[config.mk]
export PLATFORM = sky130hd
export DESIGN_NAME = fetch_redirect
export DESIGN_NICKNAME = d
export VERILOG_FILES = /design/src/rtl/fetch_redirect.sv
export SDC_FILE = /design/constraint.sdc
export NUM_CORES = 1
export LEC_CHECK = 0
export CORE_MARGIN = 3
export CORE_UTILIZATION = 54
export DETAILED_ROUTE_END_ITERATION = 8
export PLACE_DENSITY = 0.86
export SYNTH_ARGS = -nofsm -noshare
export SYNTH_HDL_FRONTEND = slang
export SYNTH_SLANG_ARGS = --single-unit
export TNS_END_PERCENT = 30
[constraint.sdc]
create_clock -name clk -period 20 [get_ports clk]
set_input_delay 4 -clock clk [delete_from_list [all_inputs] [get_ports clk]]
set_output_delay 4 -clock clk [all_outputs]
set_load 0.01 [all_outputs]
[src/rtl/fetch_redirect.sv]
// Instruction fetch front end: PC sequencing, one-entry skid buffer, and EX-stage branch redirect.
// Optional build macro FETCH_PERF_EN adds redirect / stall-cycle performance counters.
module fetch_redirect #(
    parameter logic [31:0] RESET_PC = 32'h0000_0000
) (
    input  logic        clk,
    input  logic        rst,
    input  logic        is_taken,
    input  logic [31:0] pc_bru,
    input  logic        stall,
    output logic        imem_req,
    output logic [31:0] imem_addr,
    input  logic        imem_gnt,
    input  logic [31:0] imem_rdata,
    output logic        if_valid,
    output logic [31:0] if_pc,
    output logic [31:0] if_inst,
    output logic        flush_id,
    output logic        flush_ex,
    output logic [31:0] perf_redirects,
    output logic [31:0] perf_stall_cycles
);

    typedef enum logic [1:0] {IDLE, REQ, PEND} state_t;

    state_t      state_reg, state_next;
    logic [31:0] pc_reg;
    logic [31:0] tgt_reg;
    logic        sk_valid_reg;
    logic [31:0] sk_pc_reg;
    logic [31:0] sk_inst_reg;
    logic [31:0] target;
    logic        accept;
    logic        fetch_ok;

    assign target    = {pc_bru[31:2], 2'b00};
    assign imem_addr = pc_reg;
    assign flush_id  = is_taken;
    assign flush_ex  = is_taken;
    assign accept    = imem_req & imem_gnt;
    // Only a sequential-path grant in REQ yields a usable instruction.
    assign fetch_ok  = accept && (state_reg == REQ) && !is_taken;

    always_ff @(posedge clk or posedge rst) begin
        if (rst) begin
            state_reg <= IDLE;
        end else begin
            state_reg <= state_next;
        end
    end

    always_comb begin
        state_next = state_reg;
        imem_req   = 1'b0;
        case (state_reg)
            IDLE: begin
                state_next = REQ;
            end
            REQ: begin
                imem_req = ~sk_valid_reg;
                if (is_taken && imem_req && !imem_gnt) begin
                    state_next = PEND;
                end
            end
            PEND: begin
                imem_req = 1'b1;
                if (imem_gnt) begin
                    state_next = REQ;
                end
            end
            default: begin
                state_next = IDLE;
            end
        endcase
    end

    // PC and pending redirect target.
    always_ff @(posedge clk or posedge rst) begin
        if (rst) begin
            pc_reg  <= RESET_PC;
            tgt_reg <= 32'h0;
        end else begin
            case (state_reg)
                REQ: begin
                    if (is_taken) begin
                        if (imem_req && !imem_gnt) begin
                            tgt_reg <= target;
                        end else begin
                            pc_reg <= target;
                        end
                    end else if (accept) begin
                        pc_reg <= pc_reg + 32'd4;
                    end
                end
                PEND: begin
                    // The wrong-path grant is swallowed; the newest target wins.
                    if (is_taken && imem_gnt) begin
                        pc_reg <= target;
                    end else if (is_taken) begin
                        tgt_reg <= target;
                    end else if (imem_gnt) begin
                        pc_reg <= tgt_reg;
                    end
                end
                default: begin
                end
            endcase
        end
    end

    // IF/ID output register and skid buffer.
    always_ff @(posedge clk or posedge rst) begin
        if (rst) begin
            if_valid     <= 1'b0;
            if_pc        <= 32'h0;
            if_inst      <= 32'h0;
            sk_valid_reg <= 1'b0;
            sk_pc_reg    <= 32'h0;
            sk_inst_reg  <= 32'h0;
        end else if (is_taken) begin
            if_valid     <= 1'b0;
            sk_valid_reg <= 1'b0;
        end else if (!stall) begin
            if (sk_valid_reg) begin
                if_valid     <= 1'b1;
                if_pc        <= sk_pc_reg;
                if_inst      <= sk_inst_reg;
                sk_valid_reg <= 1'b0;
            end else if (fetch_ok) begin
                if_valid <= 1'b1;
                if_pc    <= pc_reg;
                if_inst  <= imem_rdata;
            end else begin
                if_valid <= 1'b0;
            end
        end else if (fetch_ok) begin
            sk_valid_reg <= 1'b1;
            sk_pc_reg    <= pc_reg;
            sk_inst_reg  <= imem_rdata;
        end
    end

`ifdef FETCH_PERF_EN
    logic [31:0] redirects_reg;
    logic [31:0] stall_cycles_reg;

    always_ff @(posedge clk or posedge rst) begin
        if (rst) begin
            redirects_reg    <= 32'h0;
            stall_cycles_reg <= 32'h0;
        end else begin
            if (is_taken) begin
                redirects_reg <= redirects_reg + 32'd1;
            end
            if (stall) begin
                stall_cycles_reg <= stall_cycles_reg + 32'd1;
            end
        end
    end

    assign perf_redirects    = redirects_reg;
    assign perf_stall_cycles = stall_cycles_reg;
`else
    assign perf_redirects    = 32'h0;
    assign perf_stall_cycles = 32'h0;
`endif

endmodule
==> run_results.csv <==
group,metric,value,unit
run_status,status,"complete, no violations",
grt,antenna_found_initial,1,
power_and_ir_drop,p_leak,4.87,nW
routing,vias_per_cell,5.70,
floorplan,die_h,139,um
floorplan,core_area,0.0169,mm^2
cts,cts_root_buffer,"clkbuf_16",
power_and_ir_drop,p_int,1.13,mW
timing,fin_skew,9.42,ps
power_and_ir_drop,power_frac_clock,18.7,%
grt,grt_pass1_vias,6945,
timing,post-route-period-util,45.9,%
setup_path,path_class,"input port to output pin",
cts,clock_latency,420,ps
cts,cts_tree,"done",
logic_synthesis,ys.flop_type,"dfrtp_1",
cells_and_area,layout.nets,1087,
logic_synthesis,synthArstFlopShare,100,%
place,placement.io_buffers,162,
logic_synthesis,synth-seq-cells,188,
floorplan,core.rowCount,47,
power_and_ir_drop,ir_drop,0.0787,mV
routing,wl,22400,um
cells_and_area,drive_gt1_share,14.0,%
grt,grt_max_degree,126,
logic_synthesis,synth_cells,886,
setup_path,regToRegSetupSlack,16650,ps
timing,fin_hold_ws,480,ps
logic_synthesis,synth_top_family_by_area,"multiplexers",
power_and_ir_drop,p_sw_share,36.7,%
floorplan,io_pins,233,
logic_synthesis,synth_cell_types,62,
floorplan,die_w,139,um
power_and_ir_drop,switchingPower,0.653,mW
setup_path,arrival,5180,ps
routing,dr.pass1.iters,5,
logic_synthesis,synth-compound-area-share,13.2,%
cts,cts_sinks,188,
timing,slew_headroom,22.4,%
timing,worstMarginPinSlew,1160,ps
setup_path,required,16000,ps
timing,period_minus_slack,9180,ps
routing,wl_per_cell,17.9,um
cts,cts_hold_buf,0,
min_path,hold_path_class,"flop to flop",
routing,drtAntennaViolNets,0,
logic_synthesis,synth-simple-area-share,9.38,%
cells_and_area,syn_to_final_growth,21.2,%
setup_path,path_max_fanout,54,
logic_synthesis,avgSynthCellArea,10.7,um^2
setup_path,crit_path_start_kind,"input port",
place,dpl.hpwl,14900,um
timing,setup_tns,0,ps
routing,drt_iter0_drc,563,
cts,cts_setup_buffers,0,
flow_run,maxCapViolations,0,
power_and_ir_drop,power_frac_comb,41.1,%
cells_and_area,n_fill_cell,1294,
routing,vias,7108,
logic_synthesis,synth-seq-area-share,49.6,%
power_and_ir_drop,cellPowerDensity,155,mW/mm^2
routing,drc,0,
grt,gr-total-overflow,0,
timing,rsz0062_at_grt,"no",
cts,clockBufferDepth,2,
grt,grt_pass1_wl,36500,um
cts,htreeDepth,4,
cts,cts_made_buffers,17,
min_path,whs_path_depth,2,
timing,achievable-frequency,0.109,GHz
logic_synthesis,synth_xor_area_share,0,%
logic_synthesis,syn_area,0.00948,mm^2
setup_path,r2r_cells,7,
floorplan,die_area,0.0192,mm^2
timing,finalSetupViolCount,0,
cts,clkTransAtPathRegs,60,ps
setup_path,end_kind,"output pin",
logic_synthesis,synthAdderAreaFrac,0.660,%
cells_and_area,fin_util,68.1,%
logic_synthesis,synthMuxAreaShare,18.0,%
power_and_ir_drop,seqPwrFrac,40.3,%
timing,maxSlewViolCount,0,
timing,finalHoldViolCount,0,
grt,grt_use_total,23.1,%
logic_synthesis,synth_warnings,0,
cts,cts-resized-gates,0,
logic_synthesis,synth_edf_count,0,
place,gp_congestion,0.813,
floorplan,initial_core_util,56.2,%
==> critical path, stage by stage <==
cell             delay [ps]
buf_2                    80
buf_4                   450
clkdlybuf4s50_1         650
==> Yosys cell counts, types with 9 or more instances <==
library cell | number | area [um^2]
inv_1 | 14 | 52.6
nand2_1 | 99 | 372
nand3_1 | 13 | 65.1
nand4_1 | 10 | 62.6
mux2_2 | 88 | 991
o22a_1 | 10 | 87.6
dfrtp_1 | 188 | 4700
mux2i_1 | 64 | 641
o21ai_0 | 80 | 400
clkbuf_1 | 23 | 86.3
a21oi_1 | 59 | 295
o22ai_1 | 9 | 56.3
nor2_1 | 17 | 63.8
buf_2 | 22 | 110
buf_1 | 9 | 33.8
buf_4 | 72 | 541
==> cells by family after synthesis <==
| kind of cell | Yosys count |
|---|---|
| compound gates | 208 |
| other cells | 1 |
| fa+ha+maj | 5 |
| buf+inv | 144 |
| simple gates | 181 |
| flops | 188 |
| mux | 159 |
==> layout make-up <==
| cell class | instances | area (um^2) | share of cell area (%) |
|---|---|---|---|
| diodes | 1 | 2.50 | 0.0218 |
| flip-flops and latches | 188 | 4710 | 41.0 |
| inverters | 15 | 63.8 | 0.555 |
| well taps | 220 | 275 | 2.39 |
| repair buffers | 170 | 1680 | 14.6 |
| multi-input cells | 621 | 4190 | 36.4 |
| clock buffers | 17 | 425 | 3.70 |
| clock inverters | 15 | 156 | 1.36 |
==> final timing paths <==
path	start	to
hold / removal	if_pc[26]	if_pc[26]
setup reg to reg	state_reg[0]	sk_inst_reg[2]
min in group asynchronous	rst	if_inst[14]
setup / recovery	is_taken	flush_id
max in group asynchronous	rst	sk_valid_reg
hold reg to reg	if_pc[26]	if_pc[26]
==> power groups by stage <==
| stage | Combinational (mW) | Sequential (mW) | Clock (mW) |
|---|---|---|---|
| after detailed placement | 0.732 | 0.721 | 0 |
| after floorplan | 0.435 | 0.714 | 0 |
| after CTS | 0.736 | 0.715 | 0.339 |
| after global routing | 0.797 | 0.742 | 0.356 |
| after global placement | 0.707 | 0.709 | 0 |
| final | 0.731 | 0.717 | 0.332 |
==> placed cells by master, fill, tap and decap left out, types with 4 or more instances in the layout <==
| cell | synthesis | layout |
|---|---|---|
| and2_1 | 5 | 5 |
| buf_4 | 72 | 8 |
| mux2_2 | 88 | 88 |
| and3_1 | 8 | 8 |
| o221ai_1 | 6 | 6 |
| o21ai_0 | 80 | 80 |
| mux2i_1 | 64 | 64 |
| nand4_1 | 10 | 10 |
| a221oi_1 | 5 | 5 |
| mux2_1 | 7 | 7 |
| ha_1 | 5 | 5 |
| inv_6 | 0 | 4 |
| clkbuf_16 | 0 | 17 |
| nor2_1 | 17 | 17 |
| dfrtp_1 | 188 | 187 |
| conb_1 | 1 | 68 |
| inv_1 | 14 | 13 |
| nor4_1 | 4 | 4 |
| a21oi_1 | 59 | 59 |
| nand2_1 | 99 | 99 |
| clkdlybuf4s50_1 | 0 | 161 |
| clkinv_4 | 0 | 4 |
| nand3_1 | 13 | 13 |
| o22a_1 | 10 | 10 |
| a31oi_1 | 7 | 7 |
| o22ai_1 | 9 | 9 |
| a211o_1 | 5 | 5 |
==> per-stage QoR <==
| step | instances | setup WS (ps) | power [mW] | area [um^2] |
|---|---|---|---|---|
| after CTS | 1246 | 10820 | 1.79 | 11500 |
| after detailed placement | 1214 | 10810 | 1.45 | 10900 |
| final | 1247 | 10820 | 1.78 | 11500 |
| after global routing | 1247 | 10760 | 1.89 | 11500 |
| after floorplan | 953 | 10890 | 1.15 | 9730 |
| after global placement | 1214 | 10830 | 1.42 | 10900 |
==> metal layers <==
| layer | part of all wire (%) | up-vias | track usage (%) |
|---|---|---|---|
| met3 | 6.4 | 21 | 5.21 |
| met2 | 49 | 274 | 38.3 |
| met5 | 0 | - | 0 |
| met1 | 44 | 3521 | 31.4 |
| li1 | - | 3292 | - |
| met4 | 1.0 | 0 | 5.10 |
Power figures use the tool's default switching activity.
